File: src/rtl/qupdate_scheduler.sv
// qupdate_scheduler
// -----------------
// Issue controller for the Q-learning update pipeline. It accepts
// transitions (s, a, r, s') over a valid/ready handshake and issues each one
// to the pipeline with a one-cycle clock enable. It tracks in-flight updates
// so that read-after-write hazards on the Q-table are stalled, raises the
// write-back strobe when a result leaves the pipeline, and owns the
// alpha/gamma configuration registers that feed the datapath.
//
// Handshake: a transition transfers in the cycle where in_valid && in_ready
// are both high at the rising edge. in_ready depends combinationally on
// in_s/in_s_next (hazard check), so the requester must hold its data stable
// while in_valid is high. in_ready never depends on in_valid.
//
// Ports:
//   clk, rst                 clock (rising edge), synchronous active-high reset
//   in_valid/in_ready        transition handshake
//   in_s/in_a/in_r/in_s_next transition fields
//   cfg_we/cfg_alpha/cfg_gamma  configuration write (applied after draining)
//   pipe_ce, pipe_*          one-cycle issue enable and registered operands
//   alpha, gamma             active learning-rate / discount to the datapath
//   pipe_sum                 pipeline result
//   wb_we/wb_s/wb_a/wb_data  Q-table write-back
//   busy                     op in flight, or draining / applying config
//   done_cnt                 completed updates, wraps modulo 2^16
//   stall_cnt                stalled-request cycles (only with QSCHED_STATS_EN)
//   dbg_state                current FSM state (0 IDLE, 1 RUN, 2 DRAIN, 3 CFG)
//
// Build option: define QSCHED_STATS_EN to include the saturating stall
// counter; without it stall_cnt is tied to zero.

module qupdate_scheduler #(
  parameter int         SW         = 6,
  parameter int         AW         = 2,
  parameter int         RW         = 8,
  parameter int         DW         = 24,
  parameter int         LAT        = 4,
  parameter logic [7:0] ALPHA_INIT = 8'h01,
  parameter logic [7:0] GAMMA_INIT = 8'h01
) (
  input  logic          clk,
  input  logic          rst,
  input  logic          in_valid,
  output logic          in_ready,
  input  logic [SW-1:0] in_s,
  input  logic [AW-1:0] in_a,
  input  logic [RW-1:0] in_r,
  input  logic [SW-1:0] in_s_next,
  input  logic          cfg_we,
  input  logic [7:0]    cfg_alpha,
  input  logic [7:0]    cfg_gamma,
  output logic          pipe_ce,
  output logic [SW-1:0] pipe_s,
  output logic [AW-1:0] pipe_a,
  output logic [RW-1:0] pipe_r,
  output logic [SW-1:0] pipe_s_next,
  output logic [7:0]    alpha,
  output logic [7:0]    gamma,
  input  logic [DW-1:0] pipe_sum,
  output logic          wb_we,
  output logic [SW-1:0] wb_s,
  output logic [AW-1:0] wb_a,
  output logic [DW-1:0] wb_data,
  output logic          busy,
  output logic [15:0]   done_cnt,
  output logic [15:0]   stall_cnt,
  output logic [1:0]    dbg_state
);

  typedef enum logic [1:0] {
    ST_IDLE  = 2'd0,
    ST_RUN   = 2'd1,
    ST_DRAIN = 2'd2,
    ST_CFG   = 2'd3
  } state_e;

  state_e state_q, state_d;

  // Tracker: stage 0 is loaded on the edge that issues an op, so it is valid
  // in the pipe_ce cycle; stage LAT is valid exactly LAT cycles later, which
  // is when pipe_sum carries that op's result.
  logic [LAT:0]  trk_v_q;
  logic [SW-1:0] trk_s_q [LAT+1];
  logic [AW-1:0] trk_a_q [LAT+1];

  logic          pipe_ce_q;
  logic [SW-1:0] pipe_s_q, pipe_s_next_q;
  logic [AW-1:0] pipe_a_q;
  logic [RW-1:0] pipe_r_q;
  logic [7:0]    alpha_q, gamma_q, pend_alpha_q, pend_gamma_q;
  logic [15:0]   done_cnt_q;

  logic hazard, hs, trk_any, accepting;

  // Hazard against every valid tracker entry, including stage 0 (the op
  // being issued this cycle) and the tail (the op writing back this cycle).
  // The tail's hazard therefore clears only in the cycle after its wb_we.
  always_comb begin
    hazard = 1'b0;
    for (int i = 0; i <= LAT; i++) begin
      if (trk_v_q[i] && (trk_s_q[i] == in_s || trk_s_q[i] == in_s_next)) begin
        hazard = 1'b1;
      end
    end
  end

  assign trk_any   = |trk_v_q;
  assign accepting = (state_q == ST_IDLE) || (state_q == ST_RUN);
  assign hs        = in_valid && in_ready;

  // State register
  always_ff @(posedge clk) begin
    if (rst) state_q <= ST_IDLE;
    else     state_q <= state_d;
  end

  // Next-state logic. A transition accepted together with cfg_we still has
  // to drain, so the direct jump to CFG also requires no handshake.
  always_comb begin
    state_d = state_q;
    case (state_q)
      ST_IDLE, ST_RUN: begin
        if (cfg_we) begin
          state_d = (!trk_any && !hs) ? ST_CFG : ST_DRAIN;
        end else if (hs) begin
          state_d = ST_RUN;
        end else if (!trk_any) begin
          state_d = ST_IDLE;
        end
      end
      ST_DRAIN: if (!trk_any) state_d = ST_CFG;
      ST_CFG:   state_d = ST_IDLE;
      default:  state_d = ST_IDLE;
    endcase
  end

  // Output logic. RUN with an empty tracker is idle-equivalent, so busy only
  // counts DRAIN/CFG besides in-flight ops; it falls the cycle after the
  // final write-back.
  always_comb begin
    in_ready  = accepting && !hazard && !rst;
    wb_we     = trk_v_q[LAT] && !rst;
    wb_s      = trk_s_q[LAT];
    wb_a      = trk_a_q[LAT];
    wb_data   = pipe_sum;
    busy      = trk_any || (state_q == ST_DRAIN) || (state_q == ST_CFG);
    dbg_state = state_q;
  end

  // Issue registers: operands hold their last value when nothing issues.
  always_ff @(posedge clk) begin
    if (rst) begin
      pipe_ce_q     <= 1'b0;
      pipe_s_q      <= '0;
      pipe_a_q      <= '0;
      pipe_r_q      <= '0;
      pipe_s_next_q <= '0;
    end else begin
      pipe_ce_q <= hs;
      if (hs) begin
        pipe_s_q      <= in_s;
        pipe_a_q      <= in_a;
        pipe_r_q      <= in_r;
        pipe_s_next_q <= in_s_next;
      end
    end
  end

  // Tracker shift register
  always_ff @(posedge clk) begin
    if (rst) begin
      trk_v_q <= '0;
      for (int i = 0; i <= LAT; i++) begin
        trk_s_q[i] <= '0;
        trk_a_q[i] <= '0;
      end
    end else begin
      trk_v_q    <= {trk_v_q[LAT-1:0], hs};
      trk_s_q[0] <= hs ? in_s : '0;
      trk_a_q[0] <= hs ? in_a : '0;
      for (int i = 1; i <= LAT; i++) begin
        trk_s_q[i] <= trk_s_q[i-1];
        trk_a_q[i] <= trk_a_q[i-1];
      end
    end
  end

  // Configuration: requests land in pending registers and only reach the
  // datapath in the CFG cycle, after every in-flight op has written back.
  // A request arriving in the CFG cycle itself is applied directly.
  always_ff @(posedge clk) begin
    if (rst) begin
      pend_alpha_q <= ALPHA_INIT;
      pend_gamma_q <= GAMMA_INIT;
      alpha_q      <= ALPHA_INIT;
      gamma_q      <= GAMMA_INIT;
    end else begin
      if (cfg_we) begin
        pend_alpha_q <= cfg_alpha;
        pend_gamma_q <= cfg_gamma;
      end
      if (state_q == ST_CFG) begin
        alpha_q <= cfg_we ? cfg_alpha : pend_alpha_q;
        gamma_q <= cfg_we ? cfg_gamma : pend_gamma_q;
      end
    end
  end

  always_ff @(posedge clk) begin
    if (rst)        done_cnt_q <= '0;
    else if (wb_we) done_cnt_q <= done_cnt_q + 16'd1;
  end

`ifdef QSCHED_STATS_EN
  logic [15:0] stall_cnt_q;

  always_ff @(posedge clk) begin
    if (rst) begin
      stall_cnt_q <= '0;
    end else if (in_valid && !in_ready && (stall_cnt_q != 16'hFFFF)) begin
      stall_cnt_q <= stall_cnt_q + 16'd1;
    end
  end

  assign stall_cnt = stall_cnt_q;
`else
  assign stall_cnt = 16'h0000;
`endif

  assign pipe_ce     = pipe_ce_q;
  assign pipe_s      = pipe_s_q;
  assign pipe_a      = pipe_a_q;
  assign pipe_r      = pipe_r_q;
  assign pipe_s_next = pipe_s_next_q;
  assign alpha       = alpha_q;
  assign gamma       = gamma_q;
  assign done_cnt    = done_cnt_q;

endmodule
File: config.mk
export PLATFORM = sky130hd
export DESIGN_NAME = qupdate_scheduler
export DESIGN_NICKNAME = d
export VERILOG_FILES = /design/src/rtl/qupdate_scheduler.sv
export SDC_FILE = /design/constraint.sdc
export NUM_CORES = 1
export LEC_CHECK = 0
export ABC_AREA = 1
export CELL_PAD_IN_SITES_DETAIL_PLACEMENT = 0
export CELL_PAD_IN_SITES_GLOBAL_PLACEMENT = 1
export CORE_ASPECT_RATIO = 0.75
export CORE_UTILIZATION = 44
export DETAILED_ROUTE_END_ITERATION = 8
export DONT_BUFFER_PORTS = 1
export PLACE_DENSITY = 0.78
export SETUP_SLACK_MARGIN = 0.4
export SKIP_LAST_GASP = 1
export SLEW_MARGIN = 20
export SYNTH_ARGS = -nofsm -noshare
export SYNTH_HDL_FRONTEND = slang
export SYNTH_SLANG_ARGS = --single-unit
File: constraint.sdc
create_clock -name clk -period 1.9 [get_ports clk]
set_input_delay 0.38 -clock clk [delete_from_list [all_inputs] [get_ports clk]]
set_output_delay 0.38 -clock clk [all_outputs]
set_load 0.05 [all_outputs]
==> metrics.yaml <==
clk_latency_ns: 0.41
worstPathArrival_ns: 1.73
synth_simple_gate_area_share_pct: 25.6
internal-power_mw: 4.59
final_common_cell: "nand2_1"
die_y_um: 96.9
chipWidth_um: 128
worst_pin_slew_ns: 0.542
swShare_pct: 28.1
worstHoldPathType: "input pin to flip-flop"
holdBufCountCts: 0
viasPerCell: 4.79
via_count: 4367
power_leakage_nw: 2.95
gp_congestion: 0.828
cts.sinks: 117
crit_path_start_kind: "flip-flop"
synth-compound-area-share_pct: 7.82
netlist_area_mm2: 0.00528
htreeDepth: 4
area_growth_pct: 20.2
dr.first_iter.drc_count: 180
track_usage_pct: 21.2
yosysSeqAreaShare_pct: 44.4
clockBufferDepth: 2
ios: 174
core_mm2: 0.0117
power.share.sequential_pct: 43.8
powerDensity_mw_per_mm2: 1010
maxCapViolations: 0
cts_tree: "built"
cp_data_required_time_ns: 1.52
fin_ws_ns: -0.209
min_period_ns: 2.11
synth.mux.area_fraction_pct: 2.65
grt_max_degree: 77
violations: "negative setup slack"
max-vdd-ir-drop_v: 0.00101
placed_cell_area_mm2: 0.00530
cts-buffers-inserted: 17
fp.dieArea_mm2: 0.0124
ys_ff_latch: 117
finalCritPeriodShare_pct: 111
ant_nets: 0
dp_hpwl_um: 8550
drive_gt1_share_pct: 27.5
finalHoldViolCount: 0
drc: 0
endpoint_kind: "output port"
n_antenna_cell: 0
initial_core_util_pct: 45.3
relSlewSlack_pct: 63.8
outcome: "finished, violations left"
syn_inst: 722
final_net_count: 803
clockRootBuffer: "clkbuf_16"
worst-setup-path-type: "flip-flop to output port"
skew_ns: 0.0130
pwr-share-clk_pct: 47.5
fmax_mhz: 474
final_cell_mix: "nand2_1 (194), dfxtp_1 (78), nor2_1 (73), inv_1 (59), buf_4 (43)"
rsz0062_at_grt: "yes"
synth.distinct_cells: 32
fin_area_mm2: 0.00635
clkTransAtPathRegs_ns: 0.06
ys_warn_count: 0
syn_area_per_cell_um2: 7.31
synthAdderAreaFrac_pct: 0.237
grt_antenna_before_repair: 0
first_global_vias: 4157
synth_top_family_by_area: "simple AND/OR/NAND/NOR gates"
gr-total-overflow: 0
drv_slew: 0
setup-violations-final: 1
synth_xor_area_share_pct: 2.99
p_sw_mw: 1.79
cp_max_fo: 3
wl_per_cell_um: 14.2
drt-total-wl_um: 12900
hold_slack_ns: 0.0345
first_pass_iters: 4
io_buffer_count: 0
rows: 34
power_frac_comb_pct: 8.7
grt_pass1_wl_um: 20200
-- through the flow --
stage / setup TNS [ns] / total power [mW] / cells / setup slack [ns] / util [%]
2_1_floorplan: 0 / 3.45 / 737 / 0.107 / -
3_3_place_gp: 0 / 3.31 / 851 / 0.0811 / 45.4
3_5_place_dp: 0 / 3.32 / 851 / 0.0922 / 45.4
4_1_cts: -0.201 / 6.44 / 905 / -0.201 / 53.0
5_1_grt: -2.89 / 6.64 / 911 / -0.327 / 54.5
6_report: -0.209 / 6.38 / 911 / -0.209 / 54.5
-- metal layers --
| metal | routed length (um) | global-route usage (%) | vias up |
|---|---|---|---|
| met2 | 5600 | 31.7 | 144 |
| met4 | 227 | 7.96 | 0 |
| met3 | 1020 | 8.24 | 21 |
| li1 | - | - | 2188 |
| met1 | 6070 | 27.3 | 2014 |
| met5 | 0 | 0 | - |
-- registers in the layout, indices dropped and copies added (netlist names) --
register and count:
alpha 8, dbg_state 2, done_cnt 16, gamma 8, pend_alpha_q 8, pend_gamma_q 8
pipe_a 2, pipe_r 8, pipe_s 6, pipe_s_next 6, trk_a_q 10, trk_s_q 30
trk_v_q 5
-- cell usage after synthesis --
cell type	number	share of area [%]
nor2_4	1	0.21
nor2_2	3	0.36
dfxtp_1	117	44
conb_1	1	0.071
xnor2_1	2	0.33
a21oi_1	48	4.6
a211o_1	1	0.17
inv_2	8	0.57
buf_6	3	0.64
nand3_2	3	0.57
inv_1	77	5.5
nor3_1	4	0.38
buf_2	3	0.28
o21ai_0	27	2.6
xor2_1	16	2.7
nor3b_1	1	0.14
o21a_1	3	0.43
nor4b_1	1	0.17
and3_1	1	0.12
mux2i_1	14	2.7
nor2_1	86	6.1
ha_1	1	0.24
clkbuf_1	14	1.0
nor4_2	1	0.24
nand3_1	19	1.8
clkinv_1	1	0.071
buf_4	55	7.8
nand2_4	3	0.64
nand4_1	5	0.59
nand2_1	201	14
a31oi_1	1	0.12
buf_12	1	0.38
-- worst paths after layout --
path	startpoint	end	slack [ns]	depth (start not counted)
worst max-delay path	trk_s_q[0][3]	in_ready	-0.21	11
worst max register to register	trk_s_q[0][3]	pipe_s_next[4]	0.03	16
worst min-delay path	rst	trk_s_q[0][18]	0.03	1
worst min register to register	trk_a_q[0][7]	trk_a_q[0][9]	0.40	2
-- worst max-delay path, stage by stage, from the launching register on --
cell and delay [ns]:
dfxtp_2 0.34, inv_2 0.04, nand2_1 0.05, nand2_1 0.07, nor2_2 0.17, nand3_1 0.09, nand2_1 0.07, nand2_1 0.05
nand2_1 0.07, nor2_2 0.05, nand2_2 0.07, clkinvlp_4 0.25
-- kinds of logic after synthesis --
| family | after synthesis |
|---|---|
| compound gates | 80 |
| buf+inv | 162 |
| xor+xnor | 18 |
| other cells | 1 |
| fa+ha+maj | 1 |
| mux | 14 |
| flops | 117 |
| simple gates | 329 |
-- power groups by stage --
stage / clock (mW) / sequential, mW / combinational (mW)
after floorplan: 0 / 2.84 / 0.611
after global placement: 0 / 2.85 / 0.465
after detailed placement: 0 / 2.85 / 0.472
after global routing: 3.22 / 2.81 / 0.610
final: 3.03 / 2.80 / 0.553
after CTS: 3.10 / 2.80 / 0.544
-- layout make-up --
class | count | area (um^2)
sequential | 117 | 2400
tap | 162 | 203
timing repair buffer | 56 | 519
multi-input combinational | 458 | 2300
clock buffer | 18 | 439
fill | 1116 | 5310
inverter | 86 | 354
clock inverter | 14 | 128
-- timing repair --
| item | CTS | global route |
|---|---|---|
| resized for setup | 57 | 47 |
| pin swaps | 15 | 28 |
| cloned | 2 | 0 |
| setup buffers | 20 | 6 |
| endpoints found under the setup margin | 55 | 61 |
Power figures use the tool's default switching activity.
